## src/rtl/freq_meter.sv

```systemverilog
// freq_meter: counts rising edges of the asynchronous sig_in over back-to-back
// gate windows of GATE_CYCLES clocks and publishes each count with a strobe.
module freq_meter #(
   parameter int unsigned GATE_CYCLES = 50000000,
   parameter int unsigned CNT_W       = 32
) (
   input  logic             clk,
   input  logic             reset,
   input  logic             en,
   input  logic             sig_in,
   output logic [CNT_W-1:0] freq,
   output logic             freq_valid,
   output logic             overflow,
   output logic             gate,
   output logic [7:0]       led
);
   localparam int unsigned      GW        = (GATE_CYCLES > 2) ? $clog2(GATE_CYCLES) : 1;
   localparam logic [GW-1:0]    GATE_LAST = GW'(GATE_CYCLES - 1);
   localparam logic [CNT_W-1:0] CNT_MAX   = '1;

   typedef enum logic {IDLE, MEASURE} state_t;

   state_t           state, state_next;
   logic             s1, s2, s3;
   logic             sig_rise;
   logic [GW-1:0]    gate_cnt;
   logic [CNT_W-1:0] edge_cnt;
   logic             sat;
   logic             counting;
   logic             last_cycle;
   logic             cnt_full;

   always_ff @(posedge clk or posedge reset) begin
      if (reset) begin
         s1 <= 1'b0;
         s2 <= 1'b0;
         s3 <= 1'b0;
      end else begin
         s1 <= sig_in;
         s2 <= s1;
         s3 <= s2;
      end
   end

   assign sig_rise = s2 & ~s3;

   always_ff @(posedge clk or posedge reset) begin
      if (reset) state <= IDLE;
      else       state <= state_next;
   end

   always_comb begin
      state_next = state;
      counting   = 1'b0;
      case (state)
         IDLE:    if (en) state_next = MEASURE;
         MEASURE: begin
            if (!en) state_next = IDLE;
            else     counting   = 1'b1;
         end
         default: state_next = IDLE;
      endcase
   end

   assign last_cycle = counting && (gate_cnt == GATE_LAST);
   assign cnt_full   = (edge_cnt == CNT_MAX);
   assign gate       = (state == MEASURE);

   // The last window cycle folds its own edge into the published count.
   always_ff @(posedge clk or posedge reset) begin
      if (reset) begin
         gate_cnt   <= '0;
         edge_cnt   <= '0;
         sat        <= 1'b0;
         freq       <= '0;
         freq_valid <= 1'b0;
         overflow   <= 1'b0;
      end else begin
         freq_valid <= 1'b0;
         if (last_cycle) begin
            freq       <= (sig_rise && !cnt_full) ? edge_cnt + CNT_W'(1) : edge_cnt;
            overflow   <= sat | (sig_rise & cnt_full);
            freq_valid <= 1'b1;
            gate_cnt   <= '0;
            edge_cnt   <= '0;
            sat        <= 1'b0;
         end else if (counting) begin
            gate_cnt <= gate_cnt + GW'(1);
            if (sig_rise) begin
               if (cnt_full) sat      <= 1'b1;
               else          edge_cnt <= edge_cnt + CNT_W'(1);
            end
         end else begin
            gate_cnt <= '0;
            edge_cnt <= '0;
            sat      <= 1'b0;
         end
      end
   end

   generate
      if (CNT_W >= 8) begin : g_led_wide
         assign led = freq[7:0];
      end else begin : g_led_narrow
         assign led = {{(8 - CNT_W){1'b0}}, freq};
      end
   endgenerate

endmodule

```

## config.mk

```make
export PLATFORM = sky130hd
export DESIGN_NAME = freq_meter
export DESIGN_NICKNAME = d
export VERILOG_FILES = /design/src/rtl/freq_meter.sv
export SDC_FILE = /design/constraint.sdc
export NUM_CORES = 1
export LEC_CHECK = 0
export BUFFER_PORTS_ARGS = -buffer_cell sky130_fd_sc_hd__buf_4
export CORE_MARGIN = 8
export CORE_UTILIZATION = 51
export CTS_CLUSTER_DIAMETER = 200
export DETAILED_ROUTE_END_ITERATION = 8
export GPL_ROUTABILITY_DRIVEN = 0
export PLACE_DENSITY_LB_ADDON = 0.25
export SYNTH_ARGS = -nofsm -noshare
export SYNTH_HDL_FRONTEND = slang
export SYNTH_SLANG_ARGS = --single-unit
```

## constraint.sdc

```tcl
create_clock -name clk -period 4 [get_ports clk]
set_input_delay 0.6 -clock clk [delete_from_list [all_inputs] [get_ports clk]]
set_output_delay 0.6 -clock clk [all_outputs]
set_load 0.05 [all_outputs]
```

After elaboration in Yosys (flattened, before gate mapping)
Cells that the tools add are included.

operators by class
  add/sub/neg operators = 2
  equality and inequality tests = 5
  multiplexer cells = 14
  bitwise logic cells = 4
  reduce and logical (&&, ||, !) cells = 5

operators with widths
  kind                                                                      count
  32-bit two-way mux                                                        5
  26-bit two-way mux                                                        2
  32-bit by 1-bit adder with 32-bit output (second input constant)          1
  32-bit == test (second input constant)                                    1
  26-bit by 1-bit adder with 26-bit output (second input constant)          1
  26-bit == test (second input constant)                                    1
  1-bit two-way mux                                                         7
  2-bit AND reduction                                                       2
  3-bit by 1-bit inequality test with 1-bit output (second input constant)  1
  3-bit by 2-bit inequality test with 1-bit output (second input constant)  1
  3-bit inequality test (second input constant)                             1
  1-bit bitwise AND                                                         2
  1-bit logical AND                                                         2
  1-bit zero test                                                           1
  1-bit NOT                                                                 1
  1-bit OR                                                                  1

word-level totals
  flip-flop bits (word level) = 97
  input port bits = 4
  output and inout port bits = 43

Longest topological paths before layout
Gate-level depths: netlist (run 1).

  depth in word-level cells = 5
  gate-level depth with buffers = 8
  gate-level depth less buffers = 7

Least setup slack after synthesis (run 1)
No wires, ideal clock.

  path kind = register to register
  from = register gate_cnt[10]
  to = register edge_cnt[20]
  setup time = 0.125 ns
  arrival time = 1.719 ns
  data required time = 3.875 ns
  slack = 2.156 ns
  cell stages (with the launch flop) = 8
  buffers on the path = 2
  clock period less this slack = 1.844 ns
  cell sequence = dfrtp_1 -> or4_4 -> nor2_4 -> nand4_1 -> nand3_1 -> buf_2 -> buf_4 -> nor2_1

on the way
  cells in the longest elaborated chain, start to end = 4
  elaborated cells between the ends (all ways) = 6
  those cells by class = eq/ne (3); mux (1); reduce/logical (2)

ends and longest elaborated chain
  item                                                                                                        RTL line  RTL
  start, declared                                                                                             26        logic [GW-1:0] gate_cnt;
  start signal, assigned                                                                                      88        gate_cnt <= gate_cnt + GW'(1);
  26-bit == test *                                                                                            65        assign last_cycle = counting && (gate_cnt == GATE_LAST);
  1-bit logical AND *                                                                                         65
  3-bit inequality test (no source line) or 3-bit by 2-bit inequality test with 1-bit output (tied branches)  -
  2-bit AND reduction (no source line)                                                                        -
  end signal, assigned                                                                                        91        else edge_cnt <= edge_cnt + CNT_W'(1);
  end, declared                                                                                               27        logic [CNT_W-1:0] edge_cnt;

Every way passes the cells marked *; elsewhere a longest branch is shown, timed or not.
A chain may end at the register's enable or synchronous reset.

Worst setup path in the final report (run 1)
  from = register edge_cnt[0]
  to = register edge_cnt[9]

on the way
  cells in the longest elaborated chain, start to end = 5
  elaborated cells between the ends (all ways) = 8
  those cells by class = add/sub (1); eq/ne (2); mux (4); reduce/logical (1)

ends and longest elaborated chain
  item                                      RTL line  RTL
  32-bit by 1-bit adder with 32-bit output  91
  32-bit two-way mux                        90        if (cnt_full) sat <= 1'b1;
  32-bit two-way mux                        89        if (sig_rise) begin
  32-bit two-way mux                        87        end else if (counting) begin
  32-bit two-way mux                        80        if (last_cycle) begin

Several ways; a longest one is shown, not always the timed one. The select of a mux whose other input is x is not followed.

==> results of run 1 <==
==> through the flow <==
| step | area [um2] | utilization, % | setup slack, ps |
|---|---|---|---|
| finish | 5070 | 58.7 | 1270 |
| global route | 5070 | 58.7 | 1090 |
| CTS | 5070 | 58.7 | 1310 |
| detailed placement | 4870 | 56.3 | 1310 |
| global placement | 4870 | 56.3 | 1380 |
| floorplan | 4510 | - | 866 |
==> logic make-up after synthesis <==
logic type      share of synthesized area (%)
buf+inv                                  4.16
fa+ha+maj                               0.555
compound gates                           5.46
flops                                    53.8
simple gates                             25.1
xor+xnor                                 10.5
mux                                     0.444
==> worst max path at each step <==
stage                               to  slack [ps]  cells after the start
2_1_floorplan  edge_cnt[0]$_DFFE_PP0P_         870                      1
3_3_place_gp   edge_cnt[9]$_DFFE_PP0P_        1380                      8
3_5_place_dp       freq[9]$_DFFE_PP0N_        1310                      8
4_1_cts        edge_cnt[9]$_DFFE_PP0P_        1310                      8
5_1_grt        edge_cnt[9]$_DFFE_PP0P_        1090                      8
6_report       edge_cnt[9]$_DFFE_PP0P_        1270                      8
==> synthesized netlist by cell type, types with 2 or more instances <==
library cell,number,area share [%]
dfrtp_1,97,54
and4_1,8,1.6
o21ai_2,7,1.4
xnor2_1,11,2.1
ha_1,2,0.55
nand4_1,20,2.8
o21ai_0,3,0.33
xor2_1,41,8.0
buf_2,6,0.67
and3_1,9,1.2
nor3_1,3,0.33
clkbuf_1,3,0.25
inv_1,7,0.58
nor4_4,3,1.4
a31oi_1,3,0.42
buf_6,4,1.0
nor3_2,3,0.67
nand4_2,2,0.55
mux2i_1,2,0.44
o21ai_1,22,2.4
nand3_1,27,3.0
a311oi_1,2,0.39
nor2_1,66,5.5
buf_4,10,1.7
nand2_1,47,3.9
==> worst register-to-register path, stage by stage (launching register included) <==
cell,delay (ps)
dfrtp_1,420
ha_1,280
nand3_1,140
nor2_1,50
a31oi_1,640
buf_4,330
or3b_2,470
xor2_1,200
nor2_1,60
==> metal layers <==
metal	vias up	share of wire [%]
met3	6	4.7
met2	65	45
met1	1528	50
li1	1531	-
met5	-	0
met4	0	0.79
==> sequential cells by signal, summed over array words and instances, names as in the netlist <==
signal      flops
gate_cnt       26
overflow        1
edge_cnt       32
gate            1
s1              1
freq_valid      1
freq           32
sat             1
s2              1
s3              1
==> where the power goes <==
group	switching, W	internal (W)
Sequential	0.00000277	0.000983
Combinational	0.0000373	0.00000807
Clock	0.000332	0.000321
Total	0.000372	0.00131
==> layout make-up <==
| type | instances | area [um2] | share of cell area [%] |
|---|---|---|---|
| Timing Repair Buffer | 50 | 375 | 7.40 |
| Clock inverter | 4 | 52.6 | 1.04 |
| Tap cell | 108 | 135 | 2.67 |
| Inverter | 7 | 27.5 | 0.543 |
| Sequential cell | 97 | 2430 | 47.9 |
| Multi-Input combinational cell | 303 | 1900 | 37.5 |
| Clock buffer | 11 | 151 | 2.99 |
==> results by stage, run 1 <==
Detailed routing:
- The remaining design rule violation count is 0.
- The detailed-route wire length per cell is 15.2 um.
- The mean number of vias per cell is 5.40.
- For this block, the initial DRC count from the detailed router was 132.
- For this run, the detailed router's first-pass iteration total came to 4.
- Once detail routing completed, the nets flagged for antenna violations numbered 0.
- Detailed routing inserted a total of 3130 vias.
- The overall routed net length is 8830 um.

Floorplan:
- For this configuration, the core starts out at a cell density of 52.2%.
- The die height is 110 um.
- The floorplan has 34 rows.
- The die footprint is 12100 um2.
- Measured along the x axis, the die boundary spans 110 um.
- The area of the core is 8640 um2.
- The number of primary I/O pins is 47.

CTS:
- TritonCTS built the clock tree.
- Hold repair after CTS inserted 0 buffers.
- The clock net sink count is 97.
- Buffers inserted during clock tree synthesis total 9.
- The post-CTS setup buffer count is 0.
- The number of gates resized after cts is 0.
- The clock latency on the worst-skew pair is 360 ps.
- The maximum buffer depth of the clock tree is 2.
- The H-tree was split into 3 levels.
- The post-CTS clock slew at the launch and capture registers of the worst setup and hold paths is 100 ps.
- The cell sitting at the root of the clock tree is a clkbuf_8.

Placed design:
- Input and output buffers added on the ports amount to 46.
- Detailed placement ended at an HPWL of 6170 um.
- Counting tap cells, the placed design contains a total of 565 instances.

Finish:
- The non-filler instance count after layout is 580.
- The number of diodes added for antenna fixing is 0.
- The number of fillers in the final layout is 757.
- The share of final-layout standard cells stronger than drive strength 1 is 20.1%.
- The most frequent standard cell in the layout excluding fill and tap cells is dfrtp_1.
- The library cells used most frequently in the layout, excluding fill and tap cells, are 97 x dfrtp_1, 66 x nor2_1, 50 x buf_4, 47 x nand2_1, 41 x xor2_1.
- At the end of the flow, the number of nets in the layout was 474.
- The relative area change from synthesis to final layout is 12.4%.

Power:
- The total leakage power is 2.29 nW.
- The total power is 0.00168 W.
- The largest voltage drop on the vdd net is 0.195 mV.
- Dividing total power by cell area gives a power density of 332 nW/um2.

Outcome:
- The flow ran to the end, and the final reports show no timing, DRC or antenna violations.

Worst hold path:
- The path class of the tightest hold or removal check is in -> async.

Yosys:
- For this run, the number of Yosys warnings is 0.
- The share of the yosys chip area belonging to registers is 53.8%.
- The mean post-synth cell area is 10.5 um2.
- The share of synthesized flip-flops with an asynchronous set or reset is 100%.
- The synthesized design contains 97 register bits.
- The number of synthesized flops with an enable pin is 0.
- The cell count after synthesis is 430.
- The mapped cell area is 4510 um2.
- The synthesized netlist contains 47 unique library cells.
- The number of nets produced by synthesis is 436.
- The predominant post-synthesis flop cell is dfrtp_1.

GRT:
- The met3 capacity usage during global routing is 2.91%.
- The via count of the first global-routing pass is 3105.
- The pin count of the biggest net entering global routing is 46.
- The global-route wire length before repair is 15300 um.
- The total overflow reported by the global router is 0.
- The met2 usage is 23.2%.
- The layer flagged by global routing as most heavily used is met2.
- The overall fraction of global-route tracks in use is 15.7%.
- The global routing usage on met1 is 22.8%.
- The number of antenna violations at the first check in global routing is 0.

Setup path:
- The endpoint of the worst register-to-register path is edge_cnt[9]$_DFFE_PP0P_.
- The critical path is of the reg -> reg type.
- Data on the critical path arrives at its endpoint at 2940 ps.
- The most numerous cell type found on the critical path is nor2_1.
- For flop-to-flop paths, the worst setup slack is 1270 ps.
- Grouping stages by cell kind, the critical path spends the most delay in simple AND/OR/NAND/NOR gates.
- For the worst flop-to-flop path, the logic depth is 8.
- The worst flop-to-flop path startpoint is edge_cnt[0]$_DFFE_PP0P_.
- The kind of end point of the critical path is a register.
- The first element of the critical path is edge_cnt[0]$_DFFE_PP0P_.
- The largest single stage delay on the critical path is 640 ps.
- The slowest stage of the critical path belongs to the cell a31oi_1.
- The critical path goes through ha_1 -> nand3_1 -> nor2_1 -> a31oi_1 -> buf_4 -> or3b_2 -> xor2_1 -> nor2_1.
- The number of buffers and inverters on the critical path is 1.
- The maximum fanout count along the critical path is 12.
- The worst setup path is launched from a register.
- The required time of the worst setup path is 4210 ps.

STA:
- At the pin with the least slew margin, the transition time is 938 ps.
- Of the available clock period, the critical path in the final layout requires 68.3%.
- Setup repair after global routing left no endpoint under its margin.
- The worst setup skew after layout is 18.7 ps.
- The relative max-transition margin is 37.4%.
- Setup violations remaining at the end of the flow were counted as 0.
- The time the worst path needs with I/O delays and setup is 2730 ps.
- The hold violation total from the final report is 0.
- The final-report max-slew violation count was 0.
- On the final layout, the worst hold slack is 264 ps.
- Derived from the worst setup path, the maximum achievable clock frequency is 366 MHz.
- For the final routed database, the setup TNS stands at 0 ps.

Flow run:
- Max-cap violations in this run came to 0.
No activity file was read; power rests on OpenSTA's default activity.
==> run 2: changes to the inputs <==
--- a/config.mk
+++ b/config.mk
@@ -5,6 +5,7 @@
 export SDC_FILE = /design/constraint.sdc
 export NUM_CORES = 1
 export LEC_CHECK = 0
+export ABC_AREA = 1
 export BUFFER_PORTS_ARGS = -buffer_cell sky130_fd_sc_hd__buf_4
 export CORE_MARGIN = 8
 export CORE_UTILIZATION = 51
==> constraint.sdc (replaced) <==
create_clock -name clk -period 2.3 [get_ports clk]
set_input_delay 0.345 -clock clk [delete_from_list [all_inputs] [get_ports clk]]
set_output_delay 0.345 -clock clk [all_outputs]
set_load 0.05 [all_outputs]
==> run 2 against run 1 <==
Synthesized cell count rose by 67%. First-iteration DRC count rose by 140%. Non-clock buffer count rose by 4. Register-to-register slack got worse by 1000 ps. Clock power rose by 91%. Worst hold slack got worse by 190 ps. Via count rose by 46%. Critical path type unchanged. Largest cell class is now multi-input combinational cells. Highest routed layer unchanged.
==> results by stage, run 2 <==
Setup path:
- The worst endpoint data arrival time came to 2320 ps (-620 ps).
- The critical path start-end classification is reg -> reg.
- The most critical setup path has its startpoint at edge_cnt[0]$_DFFE_PP0P_.
- STA classifies the critical path endpoint as a register.
- STA classifies the critical path startpoint as a register.
- The maximum fanout count along the critical path was 14 (+2).
- The worst flop-to-flop path startpoint is edge_cnt[0]$_DFFE_PP0P_.
- The required time of the worst setup path was 2560 ps (-1650 ps).

Detailed routing:
- The remaining design rule violation count is 0 (unchanged).
- The number of nets still failing antenna checks after routing is 0 (unchanged).
- The overall routed net length is 12000 um (+36%).
- The detailed-route wire length per cell was 13.3 um (-12%).
- The number of design-rule violations left by the first detailed-router iteration came to 311 (+140%).
- The number of iterations in the first detailed-routing pass is 7 (+3).
- The via count was 4582 (+46%).
- The mean number of vias per cell is 5.08 (-5.9%).

Finish:
- The flip-flop and latch area is 2430 um2 (unchanged).
- In the final layout, the registers with the most flip-flops are edge_cnt: 32 flops, freq: 32 flops, gate_cnt: 26 flops.
- The number of fillers in the final layout is 979 (+29%).
- The most frequent standard cell in the layout excluding fill and tap cells is nand2_1.
- Leaving out fill and tap cells, the most frequent cells in the layout are 290 x nand2_1, 97 x nor2_1, 97 x dfrtp_1, 58 x inv_1, 51 x buf_4.
- The relative area change from synthesis to final layout is 12.6%.
- The multi-input combinational cell area came to 2450 um2 (+29%).
- The post-route standard cell area excluding fillers was 5960 um2 (+18%).
- The number of diodes added for antenna fixing came to 0 (unchanged).
- The non-filler instance count after layout was 902 (+56%).
- The share of final-layout standard cells stronger than drive strength 1 is 12.3% (-7.9 points).
- The net count reported at finish was 767 (+62%).

CTS:
- The maximum buffer depth of the clock tree was 2 (unchanged).
- The post-CTS setup buffer count is 0 (unchanged).
- The number of gates resized after cts is 0 (unchanged).
- The post-CTS clock slew at the launch and capture registers of the worst setup and hold paths is 100 ps (about the same).
- The number of levels the H-tree was split into is 3 (unchanged).
- The clock root buffer is clkbuf_8.
- The clock net sink count is 97 (unchanged).
- TritonCTS built the clock tree.
- The clock latency on the worst-skew pair is 370 ps (about the same).
- The number of buffers inserted during clock tree synthesis is 9 (unchanged).
- The count of hold-fix buffers inserted at cts is 0 (unchanged).

Yosys:
- The predominant post-synthesis flop cell is dfrtp_1.
- The top-area cell type share of the netlist area is 45.8% (-8.0 points).
- The share of synthesized flip-flops with an asynchronous set or reset is 100% (unchanged).
- By instance count, the leading cell after synthesis is nand2_1.
- The cell count after synthesis is 719 (+67%).
- By count the netlist is led by 290 x nand2_1, 97 x dfrtp_1, 97 x nor2_1.
- The post-synthesis cell type count is 37 (-21%).
- After synthesis, the cell types taking the most area are dfrtp_1 46%, nand2_1 21%, nor2_1 6.9%, inv_1 4.2%, a21oi_1 2.6%.
- The mapped cell area is 5300 um2 (+17%).
- The register bit count reported by yosys is 97 (unchanged).
- The mean post-synth cell area is 7.36 um2 (-30%).
- The number of synthesized flops with an enable pin was 0 (unchanged).
- The largest total area in the synthesized netlist belongs to dfrtp_1.
- The synthesis warning total is 0 (unchanged).
- The share of the yosys chip area belonging to registers is 45.8% (-8.0 points).
- The number of nets produced by synthesis is 725 (+66%).

GRT:
- The global-route wire length before repair came to 20900 um (+37%).
- The overall fraction of global-route tracks in use is 17.8% (+2.2 points).
- The via count of the first global-routing pass came to 4462 (+44%).
- The pin count of the biggest net entering global routing is 98 (+110%).
- The number of antenna violations at the first check in global routing was 0 (unchanged).
- The total overflow reported by the global router came to 0 (unchanged).

STA:
- Setup repair after global routing left no endpoint under its margin.
- The maximum operating frequency is 486 MHz (+33%).
- The final-report max-slew violation count came to 0 (unchanged).
- The worst hold slack was 76.9 ps (-187 ps).
- The relative max-transition margin came to 65.5% (+28 points).
- The setup-violating endpoint count in the final report is 0 (unchanged).
- The hold violation total from the final report is 0 (unchanged).
- The transition time at the pin with the least slew margin is 518 ps (-420 ps).
- The time the worst path needs with I/O delays and setup is 2060 ps (-674 ps).
- The worst setup skew after layout is 12.5 ps (-6.18 ps).
- The setup TNS was 0 ps (unchanged).
- The share of the cycle needed by the critical path after routing was 89.4% (+21 points).

Flow run:
- The max-capacitance violation count was 0 (unchanged).

Power:
- The ratio of total power to cell area is 517 nW/um2 (+56%).
- The largest voltage drop on the vdd net was 0.301 mV (+55%).
- The total leakage power is 2.95 nW (+29%).
- The total power is 0.00308 W (+83%).

Floorplan:
- The number of primary I/O pins is 47 (unchanged).
- The die boundary width was 118 um (+7.1%).
- The die footprint is 13900 um2 (+15%).
- The die height is 118 um (+7.1%).
- The area of the core came to 10200 um2 (+18%).
- The row count is 37 (+8.8%).
- The initial core utilization is 52.0% (-0.24 points).

Worst hold path:
- In this run the most critical hold path is launched from sig_in.
- The type of the worst min-delay path is in -> reg.

Placed design:
- The post-placement cell area is 5730 um2 (+18%).
- The number of port buffers came to 46 (unchanged).
- The half-perimeter wire length after placement is 8630 um (+40%).
- The placed instance count is 886 (+57%).

Outcome:
- The run finished with clean final reports.
-- run 2: metal layers --
layer | part of all wire, % | vias up | global-route usage (%) | wire (um)
li1 | - | 2319 | - | -
met1 | 48 | 2107 | 23.4 | 5740
met2 | 44 | 134 | 27.9 | 5250
met3 | 6.7 | 22 | 4.70 | 807
met4 | 2.0 | 0 | 6.16 | 241
met5 | 0 | - | 0 | 0
-- run 2: worst paths after layout --
kind                                        end  slack (ps)  depth (start not counted)
setup / recovery           freq[27]$_DFFE_PP0N_         240                         11
hold / removal                     s1$_DFF_PP0_          80                          1
setup reg to reg           freq[27]$_DFFE_PP0N_         240                         11
hold reg to reg                    s2$_DFF_PP0_         360                          0
max in group asynchronous  freq[24]$_DFFE_PP0N_        1780                          3
min in group asynchronous   freq[2]$_DFFE_PP0N_         100                          3
-- run 2: critical path: stages, from the launching register on --
cell,delay [ps]
dfrtp_1,400
ha_1,260
inv_1,90
nor2_4,160
nand2_2,110
nor2_4,190
nand3_4,190
buf_4,240
nand3b_1,120
nand2_1,80
nand2_1,60
nand2_1,50
-- run 2: final cells by class --
type	count	share of cell area [%]
clock buffers	11	2.54
well taps	136	2.85
multi-input cells	536	41.1
clock inverters	5	1.30
flip-flops and latches	97	40.7
inverters	63	4.07
repair buffers	54	7.43
-- run 2: cells by family after synthesis --
| kind of cell | Yosys count | synth area share, % |
|---|---|---|
| flops | 97 | 45.8 |
| xor+xnor | 21 | 3.47 |
| fa+ha+maj | 2 | 0.473 |
| simple gates | 477 | 38.6 |
| buf+inv | 86 | 7.92 |
| compound gates | 36 | 3.73 |
-- run 2: per-stage QoR --
step	util (%)	setup slack, ps
after floorplan	-	560
after global placement	56.3	379
after detailed placement	56.3	308
after CTS	58.5	249
after global routing	58.5	74.4
final	58.5	243
-- run 2: power breakdown --
part	switching [W]	leakage [nW]	internal (W)	total [W]
clock network	0.000579	0.115	0.000668	0.00125
registers	0.00000774	1.34	0.00171	0.00172
logic	0.0000878	1.49	0.0000272	0.000115
